## config.mk

```make
export PLATFORM = sky130hd
export DESIGN_NAME = seq_pattern_gen
export DESIGN_NICKNAME = d
export VERILOG_FILES = /design/src/rtl/fsm_pkg.sv /design/src/rtl/seq_pattern_gen_shift_rot.sv /design/src/rtl/seq_pattern_gen.sv
export SDC_FILE = /design/constraint.sdc
export NUM_CORES = 1
export LEC_CHECK = 0
export ABC_AREA = 1
export CORE_MARGIN = 5
export CORE_UTILIZATION = 40
export CTS_CLUSTER_DIAMETER = 50
export CTS_CLUSTER_SIZE = 25
export DETAILED_ROUTE_END_ITERATION = 10
export PLACE_DENSITY = 0.7
export SYNTH_ARGS = -nofsm -noshare
export SYNTH_HDL_FRONTEND = slang
export SYNTH_SLANG_ARGS = --single-unit
```

## constraint.sdc

```tcl
create_clock -name clk -period 1.15 [get_ports clk]
set_input_delay 0.2875 -clock clk [delete_from_list [all_inputs] [get_ports clk]]
set_output_delay 0.2875 -clock clk [all_outputs]
set_load 0.01 [all_outputs]
```

## src/rtl/fsm_pkg.sv

```systemverilog
// Shared FSM state encoding and default pattern for the serial pattern generator.
// GUARD is always encoded; it is only reachable when SEQ_PATTERN_GEN_PAD_EN is defined.
package fsm_pkg;

  typedef enum logic [1:0] {
    IDLE  = 2'd0,
    SHIFT = 2'd1,
    DONE  = 2'd2,
    GUARD = 2'd3
  } state_t;

  localparam logic [3:0] PATTERN_DEFAULT = 4'b1001;

endpackage

```

## src/rtl/seq_pattern_gen_shift_rot.sv

```systemverilog
// Parallel-load, rotate-left register exposing its MSB.
// Rotation (not shift) keeps the pattern intact for repeated transmission.
module seq_shift_rot #(
  parameter int              W       = 4,
  parameter logic [W-1:0]    RST_VAL = '0
) (
  input  logic         clk,
  input  logic         rst,
  input  logic         i_load,
  input  logic [W-1:0] i_data,
  input  logic         i_rot,
  output logic         o_msb
);

  logic [W-1:0] r_q;

  always_ff @(posedge clk or posedge rst) begin
    if (rst) begin
      r_q <= RST_VAL;
    end else if (i_load) begin
      r_q <= i_data;
    end else if (i_rot) begin
      r_q <= {r_q[W-2:0], r_q[W-1]};
    end
  end

  assign o_msb = r_q[W-1];

endmodule

```

## src/rtl/seq_pattern_gen.sv

```systemverilog
// Serial pattern transmitter: latches a pattern and repeat count on start, shifts MSB-first.
// Build option SEQ_PATTERN_GEN_PAD_EN inserts a one-cycle zero guard bit between repetitions.
module seq_pattern_gen
  import fsm_pkg::*;
#(
  parameter int               PAT_W       = 4,
  parameter logic [PAT_W-1:0] PATTERN_RST = PAT_W'(PATTERN_DEFAULT),
  parameter int               CNT_W       = 4
) (
  input  logic             clk,
  input  logic             rst,
  input  logic             start,
  input  logic [PAT_W-1:0] pattern_in,
  input  logic [CNT_W-1:0] repeat_n,
  output logic             out,
  output logic             valid,
  output logic             busy,
  output logic             done,
  output logic [1:0]       dbg_state
);

  localparam int             BW       = (PAT_W > 1) ? $clog2(PAT_W) : 1;
  localparam logic [BW-1:0]  LAST_BIT = BW'(PAT_W - 1);

  state_t           r_state;
  state_t           w_next;
  logic [BW-1:0]    r_bit_cnt;
  logic [CNT_W-1:0] r_rep;
  logic             w_accept;
  logic             w_last_bit;
  logic             w_msb;

  // Start is only honoured in IDLE; every other state ignores it.
  assign w_accept   = (r_state == IDLE) && start;
  assign w_last_bit = (r_bit_cnt == LAST_BIT);

  seq_shift_rot #(
    .W       (PAT_W),
    .RST_VAL (PATTERN_RST)
  ) u_shift_rot (
    .clk    (clk),
    .rst    (rst),
    .i_load (w_accept),
    .i_data (pattern_in),
    .i_rot  (r_state == SHIFT),
    .o_msb  (w_msb)
  );

  always_ff @(posedge clk or posedge rst) begin
    if (rst) begin
      r_state <= IDLE;
    end else begin
      r_state <= w_next;
    end
  end

  always_ff @(posedge clk or posedge rst) begin
    if (rst) begin
      r_bit_cnt <= '0;
      r_rep     <= '0;
    end else if (w_accept) begin
      r_bit_cnt <= '0;
      r_rep     <= repeat_n;
    end else if (r_state == SHIFT) begin
      if (w_last_bit) begin
        r_bit_cnt <= '0;
        r_rep     <= r_rep - CNT_W'(1);
      end else begin
        r_bit_cnt <= r_bit_cnt + BW'(1);
      end
    end
  end

  always_comb begin
    w_next = r_state;
    case (r_state)
      IDLE: begin
        if (start) begin
          w_next = (repeat_n == '0) ? DONE : SHIFT;
        end
      end
      SHIFT: begin
        if (w_last_bit) begin
          if (r_rep == CNT_W'(1)) begin
            w_next = DONE;
          end else begin
`ifdef SEQ_PATTERN_GEN_PAD_EN
            w_next = GUARD;
`else
            w_next = SHIFT;
`endif
          end
        end
      end
      DONE:    w_next = IDLE;
`ifdef SEQ_PATTERN_GEN_PAD_EN
      GUARD:   w_next = SHIFT;
`endif
      default: w_next = IDLE;
    endcase
  end

  always_comb begin
    out   = 1'b0;
    valid = 1'b0;
    busy  = 1'b1;
    done  = 1'b0;
    case (r_state)
      IDLE:  busy = 1'b0;
      SHIFT: begin
        valid = 1'b1;
        out   = w_msb;
      end
      DONE:  done = 1'b1;
`ifdef SEQ_PATTERN_GEN_PAD_EN
      GUARD: valid = 1'b1;
`endif
      default: ;
    endcase
  end

  assign dbg_state = r_state;

endmodule

```

# Word-level counts from Yosys, hierarchy flattened
# Cells that the tools add are included.
# totals
in_bits,11
regBits,12
word_cells,36
# classes
reduce_logical,7
addsub,2
mux,17
n_eq_ne,6
# op_table
cell,count
4-bit 2-to-1 mux,5
2-bit 2-to-1 mux,7
2-bit == test (second input constant),2
4-bit by 1-bit == test with 1-bit output (second input constant),1
4-bit logical NOT,1
1-bit 2-to-1 mux,4
2-bit inequality test (second input constant),2
2-bit one-hot mux with 2 select lines,1
2-bit AND reduction,2
2-bit nonzero test,2
4-bit by 1-bit subtractor with 4-bit output (second input constant),1
2-bit by 1-bit adder with 2-bit output (second input constant),1
2-bit by 1-bit == test with 1-bit output (second input constant),1
2-bit logical NOT,1
1-bit logical AND,1

# Depth between registers and ports, before layout
# Gate-level depths: netlist of run 1.
# logic_depth
ltp_word,4
mapped_depth,7

# Cells and area by module
# From an unflattened synthesis of run 1, not the netlist that was laid out.
# unflattened
cells_unflattened,102
area_unflattened_um2,726.9
# modules_own_cells
mod,instances,cells_each,area_per_inst_um2
seq_pattern_gen,1,79,543.0
seq_shift_rot,1,23,183.9

# Least setup slack after synthesis of run 1
# Ideal clock, no wire load.
# synth_timing
path_kind,register to output
start,register r_state[0] (netlist: dbg_state[0])
end,output out
path_slack_ns,-0.040
t_required_ns,0.863
path_stages_with_launch,6
arrival_time_ns,0.902
cell_sequence,dfrtp_1 inv_2 nor2_2 buf_6 nand2_1 inv_1
# synth_between
elab_chain_len,2
# synth_lines
element,line_no,text
start: declaration,seq_pattern_gen.sv:25,state_t r_state;
start signal: assignment,seq_pattern_gen.sv:53,r_state <= w_next;
2-bit by 1-bit == test with 1-bit output,seq_pattern_gen.sv:108,case (r_state)
1-bit 2-to-1 mux,seq_pattern_gen.sv:108,
end: declaration,seq_pattern_gen.sv:15,"output logic out,"
# No other way between the ends.

# Worst setup path after layout of run 1
# layout_timing
start,register r_state[1] (netlist: dbg_state[1])
end,output out
# The elaborated chain is that of the path after synthesis.

==> results of run 1 <==
==> critical path, cell delays in order, from the launching register on <==
cell and delay (ns):
dfrtp_1 0.39, buf_6 0.12, nor2_4 0.12, nand2_4 0.06
inv_2 0.05, buf_6 0.09
==> cell type report <==
type                    count  area, sq um
flip-flops and latches     12          303
multi-input cells          74          407
repair buffers             34          325
well taps                  25         31.3
inverters                  15         56.3
clock buffers               4         36.3
fillers                   140          587
==> state kept, by name, indices dropped and copies added (netlist names) <==
name,count
r_bit_cnt,2
u_shift_rot.r_q,4
r_rep,4
dbg_state,2
==> final timing paths <==
| path | from | to | slack, ns | depth (start not counted) |
|---|---|---|---|---|
| min in group clk | r_bit_cnt[1] | r_bit_cnt[1] | 0.49 | 2 |
| setup / recovery | dbg_state[1] | out | -0.26 | 5 |
| setup reg to reg | dbg_state[0] | r_bit_cnt[0] | -0.21 | 8 |
| hold / removal | rst | r_rep[2] | 0.29 | 3 |
| hold reg to reg | r_bit_cnt[1] | r_bit_cnt[1] | 0.49 | 2 |
| max in group asynchronous | rst | u_shift_rot.r_q[0] | 0.63 | 3 |
==> per-layer routing <==
layer  track usage  wire, um  vias to the layer above
met5             0         0                        -
met3        0.0563        98                        4
li1              -         -                      388
met2         0.289      1060                       24
met1         0.180       788                      351
met4        0.0468        24                        0
==> synthesized netlist by cell type <==
cell type	count
a21oi_2	1
xor2_1	1
or2_0	1
o21ai_1	1
inv_1	14
inv_2	1
dfrtp_1	10
nand2_2	2
nand4_2	1
dfstp_2	2
nand4_1	1
nor2_2	2
o21ai_0	1
ha_1	3
nor2_1	5
nor2_4	2
buf_6	1
nand2_1	42
nand3_1	11
==> power by group through the flow <==
stage	registers, W	logic (W)	clock network (W)
after floorplan	0.000781	0.000922	0
after global placement	0.000790	0.00131	0
after detailed placement	0.000796	0.00135	0
after CTS	0.000788	0.00154	0.000345
after global routing	0.000825	0.00188	0.000363
final	0.000805	0.00168	0.000333
==> kinds of logic after synthesis <==
| logic type | Yosys count | synth area share |
|---|---|---|
| AOI/OAI and AO/OA | 3 | 0.0254 |
| xor gates and xnor gates | 1 | 0.0118 |
| buffers and inverters | 16 | 0.0914 |
| and+or+nand+nor | 67 | 0.411 |
| DFF | 12 | 0.409 |
| adders and majority gates | 3 | 0.0508 |
==> through the flow <==
step                setup TNS [ns]  setup slack [ns]   util
finish                       -3.11            -0.256  0.664
floorplan                  -0.0261           -0.0261      -
global route                 -4.16            -0.305  0.664
CTS                          -2.83            -0.267  0.644
global placement             -3.96            -0.330  0.578
detailed placement           -4.61            -0.342  0.578
==> timing repair <==
action,CTS,global route
setup endpoints to repair,16,18
pin swaps,3,5
gates resized for setup,36,7
cloned,0,0
buffers inserted,6,2
hold endpoints to repair,0,0
==> impl_metrics.json, run 1 <==
{
  "port-buffer-count": 16,
  "via_per_inst": 4.68,
  "critPathLaunchType": "flop",
  "crit_type": "reg -> out",
  "synth_area_sq_um": 739,
  "fin_nets": 154,
  "antenna_left": 0,
  "clkPwrFrac": 0.118,
  "cts.sink_count": 12,
  "slew_viol_final": 0,
  "grt.overflow.total": 0,
  "io_pins": 17,
  "maxCapViolations": 0,
  "fin_ws_ns": -0.256,
  "avgSynthCellArea_sq_um": 7.25,
  "period_minus_slack_ns": 1.41,
  "dp_cells": 153,
  "place_area_sq_um": 1010,
  "rsz0062_at_grt": "yes",
  "status": "complete, but fails checks",
  "drcViolationCount": 0,
  "yosys_warnings": 0,
  "cts_tree": "done",
  "die_area_sq_um": 2810,
  "drt_pre_antenna_iters": 6,
  "synth.distinct_cells": 19,
  "p_sw_w": 0.00116,
  "layout_commonest_cell": "nand2_1",
  "start_util": 0.424,
  "grt_util_all_layers": 0.162,
  "gp_congestion": 0.863,
  "p_sw_frac": 0.412,
  "setup_viol": 18,
  "p_leak_nw": 0.605,
  "max_freq_mhz": 711,
  "cp_max_fo": 3,
  "final_cell_area_sq_um": 1160,
  "synth_top_cell_by_area": "dfrtp_1",
  "relSlewSlack": 0.854,
  "worstSkewPairLatency_ns": 0.28,
  "failed_checks": "negative setup slack",
  "ir_drop_uv": 1360,
  "p_int_w": 0.00166,
  "antenna_cells": 0,
  "grt_pass1_wl_mm": 3.26,
  "worst_pin_slew_ns": 0.219,
  "grt_pass1_vias": 778,
  "synth_cells": 102,
  "via_count": 767,
  "fin_cells": 164,
  "fin_crit_sh": 1.22,
  "numCtsBuffers": 3,
  "clockRootBuffer": "clkbuf_4",
  "htree_levels": 1,
  "core_sq_um": 1750,
  "p_comb_frac": 0.597,
  "crit_required_ns": 0.86,
  "syn2layout_area_growth_pct": 56.7,
  "synthTopCellsByArea": "dfrtp_1 (34%), nand2_1 (21%), nand3_1 (7.4%), dfstp_2 (7.1%), inv_1 (7.1%)",
  "power.total_w": 0.00282,
  "clkTransAtPathRegs_ns": 0.08,
  "die_width_um": 53.0,
  "cts_hold_buf": 0,
  "arrival_ns": 1.12,
  "drt_iter0_markers": 10,
  "fp-row-count": 15,
  "ys_ff_latch": 12,
  "clock_path_buffers": 2,
  "routedWlPerCell_um": 12.0,
  "drive_above_1_share": 0.324,
  "routed_wl_mm": 1.97,
  "hp-class": "in -> async",
  "pwr-share-seq": 0.285,
  "dieHeight_um": 53.0,
  "netlist.area_leader.share": 0.338,
  "hold_violations": 0,
  "hold_ws_ns": 0.292,
  "syn_nets": 116,
  "critPathCaptureType": "primary output",
  "grt_max_degree": 13,
  "yosysSeqAreaShare": 0.409,
  "post-dp-hpwl_mm": 1.34,
  "powerDensity_nw_per_um2": 2430,
  "final_cell_mix": "nand2_1 (39), inv_1 (12), buf_4 (11)",
  "antenna_found_initial": 0,
  "fin_worst_skew_ns": 0.00659
}
Note: power is estimated with default switching activity, not from simulation.
==> run 2, diff against run 1 <==
--- a/config.mk
+++ b/config.mk
@@ -7,7 +7,7 @@
 export LEC_CHECK = 0
 export ABC_AREA = 1
 export CORE_MARGIN = 5
-export CORE_UTILIZATION = 40
+export CORE_UTILIZATION = 42
 export CTS_CLUSTER_DIAMETER = 50
 export CTS_CLUSTER_SIZE = 25
 export DETAILED_ROUTE_END_ITERATION = 10
==> constraint.sdc (replaced) <==
create_clock -name clk -period 1.4 [get_ports clk]
set_input_delay 0.35 -clock clk [delete_from_list [all_inputs] [get_ports clk]]
set_output_delay 0.35 -clock clk [all_outputs]
set_load 0.01 [all_outputs]
==> run 2 against run 1 <==
  * The flow now finishes without violations
  * Count of clock-buffer cells in the layout unchanged
  * Critical endpoint unchanged
  * Via count down 6.0%
  * Non-clock buffer count down 4
  * Sequential power down 20%
  * Cell count down 2.4%
  * Hold slack better by 0.072 ns
  * Power down 26%
  * Clock skew down 0.0060 ns
  * Worst setup slack better by 0.27 ns
  * Register-to-register slack better by 0.29 ns
==> impl_metrics.json, run 2 (synthesis results as in run 1) <==
{
  "status": "finished clean",
  "post-dp-hpwl_mm": 1.28,
  "final_cell_mix": "nand2_1 (39), inv_1 (12), nand3_1 (11), buf_4 (11)",
  "layout_commonest_cell": "nand2_1",
  "dieHeight_um": 52.0,
  "clockRootBuffer": "clkbuf_4",
  "fin_crit_sh": 0.991,
  "numCtsBuffers": 3,
  "fin_nets": 150,
  "reg2regPathDepth": 7,
  "max_freq_mhz": 721,
  "antenna_left": 0,
  "grt.met1_usage": 0.187,
  "die_area_sq_um": 2700,
  "worstSkewPairLatency_ns": 0.26,
  "crit_slowest_cell": "dfrtp_1",
  "grt.overflow.total": 0,
  "maxCapViolations": 0,
  "worst_pin_slew_ns": 0.217,
  "path_cells": "nor2_4 > nand2_2 > inv_2 > buf_6",
  "arrival_ns": 1.04,
  "crit_required_ns": 1.05,
  "ir_drop_uv": 963,
  "gr-usage-met2": 0.243,
  "crit_type": "reg -> out",
  "cts_hold_buf": 0,
  "hold_ws_ns": 0.364,
  "drcViolationCount": 0,
  "max_stage_delay_ns": 0.42,
  "gp_congestion": 0.790,
  "use_met3": 0.0287,
  "clock_path_buffers": 2,
  "drive_above_1_share": 0.304,
  "antenna_cells": 0,
  "rsz0062_at_grt": "yes",
  "drt_iter0_markers": 14,
  "hold_violations": 0,
  "grt_max_degree": 13,
  "final_core_util": 0.642,
  "port-buffer-count": 16,
  "cp_max_fo": 3,
  "period_minus_slack_ns": 1.39,
  "powerDensity_nw_per_um2": 1900,
  "fill_cells": 147,
  "drt_pre_antenna_iters": 4,
  "via_per_inst": 4.51,
  "top_regs": "r_rep: 4 flops, u_shift_rot.r_q: 4 flops",
  "clkTransAtPathRegs_ns": 0.08,
  "via_count": 721,
  "setup_viol": 0,
  "hp-class": "in -> async",
  "fin_worst_skew_ns": 0.000619,
  "fp-row-count": 15,
  "core_sq_um": 1710,
  "cts.sink_count": 12,
  "start_util": 0.433,
  "multi_input_area_sq_um": 399,
  "routedWlPerCell_um": 10.3,
  "grt_pass1_wl_mm": 2.99,
  "r2r-start": "dbg_state[1]",
  "critPathLaunchType": "flop",
  "seq_area_sq_um": 303,
  "antenna_found_initial": 0,
  "relSlewSlack": 0.855,
  "die_width_um": 52.0,
  "routed_wl_mm": 1.65,
  "busiest_layer": "met2",
  "slew_viol_final": 0,
  "cp-startpoint": "dbg_state[1]",
  "grt_pass1_vias": 732,
  "grt_util_all_layers": 0.143,
  "p_leak_nw": 0.573,
  "critPathCaptureType": "primary output",
  "cts_tree": "done",
  "io_pins": 17,
  "syn2layout_area_growth_pct": 48.2,
  "htree_levels": 1
}
-- run 2: cell types whose count changed in the layout (fill, tap and decap cells not counted), sizes merged --
cell / before / now
buf: 24 / 18
clkbuf: 4 / 6
-- run 2: path summary, 6_finish.rpt --
path,slack [ns],endpoint
max reg2reg,0.08,r_rep[2]
min in group clk,0.49,r_bit_cnt[1]
min,0.36,r_bit_cnt[0]
min reg2reg,0.49,r_bit_cnt[1]
max,0.01,out
max in group asynchronous,0.81,u_shift_rot.r_q[3]
-- run 2: area by class of cell --
| type | count | share of cell area |
|---|---|---|
| multi-input cells | 74 | 0.364 |
| inverters | 15 | 0.0537 |
| clock buffers | 4 | 0.0331 |
| well taps | 25 | 0.0285 |
| flip-flops and latches | 12 | 0.276 |
| repair buffers | 30 | 0.244 |
-- run 2: what timing repair did --
action                     4_1_cts  5_1_grt
resized for setup               23       14
setup endpoints to repair        6       14
setup buffers                    2        1
cloned                           0        0
pin swaps                        1        4
hold endpoints to repair         0        0
-- run 2: critical path: cells and delay by family (launching register included) --
family / cells / cell delay, ns
simple gates: 2 / 0.21
buf+inv: 2 / 0.14
flops: 1 / 0.42
-- run 2: report_power, final --
part	internal [W]	total, W	switching (W)
combinational	0.000535	0.00116	0.000626
clock	0.000158	0.000271	0.000113
sequential	0.000534	0.000647	0.000113
-- run 2: layer usage --
metal,part of all wire,vias up,wire (um)
li1,-,379,-
met3,0.044,2,73
met5,0,-,0
met2,0.49,16,810
met4,0.0073,0,12
met1,0.46,324,751
-- run 2: stage by stage --
step                      instance area (sq um)  worst slack [ns]  total power (W)  instances  TNS (ns)
after floorplan                             739             0.148          0.00137        102         0
after global placement                     1000            -0.155          0.00169        153     -1.02
after detailed placement                   1000            -0.181          0.00172        153     -1.40
after CTS                                  1050          -0.00424          0.00202        159  -0.00424
after global routing                       1100           -0.0665          0.00231        160    -0.146
final                                      1100            0.0130          0.00208        160         0
